File: src/rtl/pwm_multi.sv
// rtl/pwm_multi.sv - multi-channel PWM with shared prescaled counter and shadowed duties
module pwm_multi #(
  parameter int WIDTH    = 8,
  parameter int CHANNELS = 4,
  parameter int PRE_W    = 8,
  parameter int SEL_W    = 2
) (
  input  logic                clk,
  input  logic                rst,
  input  logic                en,
  input  logic [PRE_W-1:0]    prescale,
  input  logic [WIDTH-1:0]    period,
  input  logic                center,
  input  logic [CHANNELS-1:0] polarity,
  input  logic                duty_wr,
  input  logic [SEL_W-1:0]    duty_sel,
  input  logic [WIDTH-1:0]    duty_data,
  output logic [CHANNELS-1:0] out,
  output logic                period_start
);

  typedef enum logic {DIR_UP, DIR_DOWN} dir_e;

  logic [PRE_W-1:0]    pre_cnt_q, pre_cnt_d;
  logic [WIDTH-1:0]    cnt_q, cnt_d;
  dir_e                dir_q, dir_d;
  logic [WIDTH-1:0]    per_q;
  logic                mode_q;
  logic [WIDTH-1:0]    shadow_q [CHANNELS];
  logic [WIDTH-1:0]    active_q [CHANNELS];
  logic [CHANNELS-1:0] out_q;
  logic                ps_q;
  logic                tick;
  logic                boundary;
  logic [CHANNELS-1:0] raw;

  always_comb begin
    tick      = en && (pre_cnt_q == prescale);
    pre_cnt_d = pre_cnt_q;
    cnt_d     = cnt_q;
    dir_d     = dir_q;
    if (en) begin
      pre_cnt_d = tick ? '0 : pre_cnt_q + PRE_W'(1);
    end
    if (tick) begin
      if (per_q == '0) begin
        cnt_d = '0;
      end else if (!mode_q) begin
        cnt_d = (cnt_q >= per_q) ? '0 : cnt_q + WIDTH'(1);
      end else if (dir_q == DIR_UP) begin
        // Turn around at P; the >= guard only matters if cnt ever sits above P.
        if (cnt_q >= per_q) begin
          cnt_d = cnt_q - WIDTH'(1);
          dir_d = DIR_DOWN;
        end else begin
          cnt_d = cnt_q + WIDTH'(1);
          if (cnt_d == per_q) dir_d = DIR_DOWN;
        end
      end else begin
        cnt_d = (cnt_q == '0) ? '0 : cnt_q - WIDTH'(1);
      end
    end
    boundary = tick && (cnt_d == '0);
    if (boundary) dir_d = DIR_UP;
    for (int i = 0; i < CHANNELS; i++) begin
      raw[i] = cnt_q < active_q[i];
    end
  end

  always_ff @(posedge clk) begin
    if (rst) begin
      pre_cnt_q <= '0;
      cnt_q     <= '0;
      dir_q     <= DIR_UP;
      per_q     <= '0;
      mode_q    <= 1'b0;
      out_q     <= '0;
      ps_q      <= 1'b0;
      for (int i = 0; i < CHANNELS; i++) begin
        shadow_q[i] <= '0;
        active_q[i] <= '0;
      end
    end else begin
      pre_cnt_q <= pre_cnt_d;
      cnt_q     <= cnt_d;
      dir_q     <= dir_d;
      ps_q      <= boundary;
      if (en) out_q <= raw ^ polarity;
      if (boundary) begin
        per_q  <= period;
        mode_q <= center;
      end
      // Active duties sample the shadows before any same-edge write lands.
      for (int i = 0; i < CHANNELS; i++) begin
        if (boundary) active_q[i] <= shadow_q[i];
        if (duty_wr && (duty_sel == SEL_W'(i))) shadow_q[i] <= duty_data;
      end
    end
  end

  assign out          = out_q;
  assign period_start = ps_q;

endmodule
File: config.mk
export PLATFORM = sky130hd
export DESIGN_NAME = pwm_multi
export DESIGN_NICKNAME = d
export VERILOG_FILES = /design/src/rtl/pwm_multi.sv
export SDC_FILE = /design/constraint.sdc
export NUM_CORES = 1
export LEC_CHECK = 0
export CORE_MARGIN = 3
export CORE_UTILIZATION = 45
export CTS_CLUSTER_SIZE = 20
export DETAILED_ROUTE_END_ITERATION = 16
export SLEW_MARGIN = 20
export SYNTH_ARGS = -nofsm -noshare
export SYNTH_HDL_FRONTEND = slang
export SYNTH_SLANG_ARGS = --single-unit
export TNS_END_PERCENT = 100
File: constraint.sdc
create_clock -name clk -period 6 [get_ports clk]
set_clock_uncertainty 0.1 [all_clocks]
set_input_delay 1.2 -clock clk [delete_from_list [all_inputs] [get_ports clk]]
set_output_delay 1.2 -clock clk [all_outputs]
set_load 0.1 [all_outputs]
==> flow_summary_export.csv <==
group,metric,value,unit
synth,yosys_warnings,0,
synth,synth_top_cells_by_count,"and2_1 (66), edfxtp_1 (64), ha_1 (40)",
grt,number_of_antenna_violations_at_the_first_check_in_global_routing,0,
synth,ys_top_cells_by_area,"edfxtp_1 (37%), dfxtp_1 (12%), ha_1 (9.5%)",
die,start_util,0.4713,
placed_design,hpwl,7814,um
finish,drive_gt1_frac,0.04097,
routing,route.met2.wl,5192,um
die,std_cell_rows,38,
worst_setup_path,worstSetupPathType,"primary input to flop",
timing,timing.fmax,255.7,MHz
clock_network,cts.hold.buffers_added,0,
finish,fillerInstances,1004,
pwr,ir_drop,0.1565,mV
routing,routed_wire_length_per_instance,15.64,um
placed_design,gp_congestion,0.8944,
worst_setup_path,cp-start-kind,"primary input",
timing,timing.setup.tns,0,ps
timing,maxSlewHeadroom,0.3398,
routing,drcViolationCount,0,
worst_setup_path,timing.critical_path.arrival,3820,ps
routing,met1Wirelength,4786,um
finish,finalNonFillerCells,677,
timing,report.final.hold_viol_count,0,
clock_network,clkSlewWorstSetupHoldPaths,60,ps
die,die-width,114.0,um
routing,first_pass_iteration_count_of_the_detailed_router,4,
clock_network,clock_insertion_delay_worst_skew,350,ps
pwr,power_per_cell_area,226.0,nW/um^2
synth,synth_area_per_cell,10.57,um^2
grt,maximum_number_of_pins_on_one_net_before_global_route_repair,42,
placed_design,port-buffer-count,39,
clock_network,clockRootBuffer,"clkbuf_16",
clock_network,cts.sink_count,95,
routing,top_signal_layer_used,"met4",
clock_network,cts_tree,"done",
die,floorplan.io_pins,40,
synth,synth_fp_nets,571,
finish,multiInputGateArea,2449,um^2
grt,via_count_of_the_first_global_routing_pass,3557,
flow_run,drv_cap,0,
grt,globalRoute.totalOverflow,0,
routing,routed-wl-met3,399,um
pwr,total_power_consumption_of_the_routed_design,0.001354,W
finish,syn2layout_area_growth,14.24,%
synth,synth_cell_type_count,51,
worst_setup_path,timing.critical_path.fanout_max,32,
timing,finalHoldWorstSlack,396.4,ps
worst_setup_path,critical_path.endpoint_type,"flop",
run_status,run_status,"finished, final reports clean",
timing,number_of_max_slew_violations_in_the_final_report,0,
worst_setup_path,ordered_list_of_cells_on_the_worst_path,"clkdlybuf4s50_1, nand2_1, or3_1, o41ai_2, nand4_1, nand2b_1, buf_4",
finish,regArea,2542,um^2
finish,insertedDiodeCount,0,
clock_network,ctsLongestPathBuffers,2,
worst_hold_path,hold_class,"flop to flop",
timing,finalSetupViolCount,0,
routing,vias,3522,
synth,synth.top_cell.area_share,0.3665,
synth,postSynth.asyncResetShare,0,
routing,detail_route.vias_per_cell,5.202,
synth,synthesized_netlist_cell_count,496,
routing,drt_first_iter_violations,120,
synth,netlist_area,5244,um^2
synth,synth.largest_area_cell,"edfxtp_1",
timing,period_needed,3911,ps
synth,ys_seq_area_frac,0.4848,
clock_network,tritoncts.num_buffers,9,
timing,timing.final.crit_share,0.6518,
die,core-area,11130,um^2
synth,synthFlopType,"edfxtp_1",
clock_network,setup_fix_bufs_post_cts,0,
synth,synth.most_common_cell,"and2_1",
pwr,power.leakage,2.347,nW
timing,worst_pin_slew,987.2,ps
grt,grt_pass1_wl,17530,um
placed_design,post-place-cells,661,
worst_setup_path,cp_num_buf_inv,2,
worst_setup_path,cp_slowest_cell,"clkdlybuf4s50_1",
synth,number_of_enable_flip_flop_cells_after_synthesis,64,
worst_setup_path,timing.critical_path.max_delay_family,"buffers and inverters",
clock_network,clock_tree.htree_level_count,3,
die,die_area,12980,um^2
routing,postRouteAntennaNets,0,
grt,track_usage,0.1742,
timing,setup_repair_after_global_routing_missed_its_margin,"no",
synth,yosys_register_bits,95,
worst_setup_path,slowest_delay,790,ps
die,die-height,114.0,um
routing,postRouteWirelength,10590,um
finish,nets,607,
worst_setup_path,timing.critical_path.required,5910,ps
clock_network,ctsResizeCount,0,
==> cell usage in the layout (no fill, tap or decap), types with 12 or more instances in the layout <==
cell type | netlist | final
and2_1 | 66 | 66
edfxtp_1 | 64 | 64
ha_1 | 40 | 40
inv_1 | 39 | 39
clkdlybuf4s50_1 | 0 | 39
nor2_1 | 32 | 32
dfxtp_1 | 31 | 31
nor3_1 | 23 | 23
nand2_1 | 22 | 22
xnor2_1 | 21 | 21
o21ai_0 | 14 | 14
xor2_1 | 12 | 12
a21o_1 | 12 | 12
==> stage by stage <==
stage	setup slack (ps)	util	cell area (um^2)
2_1_floorplan	2163	-	5244
3_3_place_gp	1721	0.5139	5718
3_5_place_dp	1714	0.5139	5718
4_1_cts	2074	0.5385	5991
5_1_grt	1833	0.5385	5991
6_report	2089	0.5385	5991
==> layout make-up <==
type,count,share of cell area
clock inverter,6,0.007310
multi-input combinational,346,0.4087
timing repair buffer,41,0.06767
clock buffer,10,0.03822
sequential,95,0.4244
inverter,39,0.02444
tap,140,0.02924
==> final timing paths <==
check / start / end / slack (ps) / cells past startpoint
hold / removal: out[0] / out[0] / 400 / 2
setup reg to reg: cnt_q[0] / active_q[2][1] / 2200 / 10
hold reg to reg: out[0] / out[0] / 400 / 2
setup / recovery: en / active_q[2][1] / 2090 / 7
==> state kept, by name, indices dropped and copies added, names as in the netlist <==
signal / cells
period_start: 1
cnt_q: 8
mode_q: 1
dir_q: 1
shadow_q: 32
pre_cnt_q: 8
active_q: 32
per_q: 8
out: 4
==> layer usage <==
| metal | up-vias | track usage |
|---|---|---|
| met5 | - | 0 |
| met4 | 0 | 0.07680 |
| met3 | 15 | 0.03342 |
| met2 | 62 | 0.2982 |
| met1 | 1605 | 0.2134 |
| li1 | 1840 | - |
==> worst register-to-register path, delay by kind of cell (launching register included) <==
| family | cells | cell delay [ps] |
|---|---|---|
| AND/OR/NAND/NOR | 3 | 470 |
| AO/OA/AOI/OAI | 4 | 1220 |
| adder cells (fa/ha/maj) | 1 | 370 |
| buffers and inverters | 2 | 620 |
| flip-flops | 1 | 670 |
==> cell families (layout without fill, tap and decap cells) <==
family | after synthesis | in the layout | synth area share
xor+xnor | 33 | 33 | 0.05512
buf+inv | 55 | 96 | 0.04820
compound gates | 81 | 81 | 0.1150
mux | 3 | 3 | 0.005727
simple gates | 189 | 189 | 0.1957
fa+ha+maj | 40 | 40 | 0.09544
flops | 95 | 95 | 0.4848
==> power breakdown <==
part           total [W]  leakage (nW)  internal, W  switching [W]
clock           0.000524         0.129     0.000283       0.000241
sequential      0.000733         0.897     0.000725     0.00000870
combinational  0.0000971          1.32    0.0000421      0.0000550
Note: power is estimated with default switching activity, not from simulation.
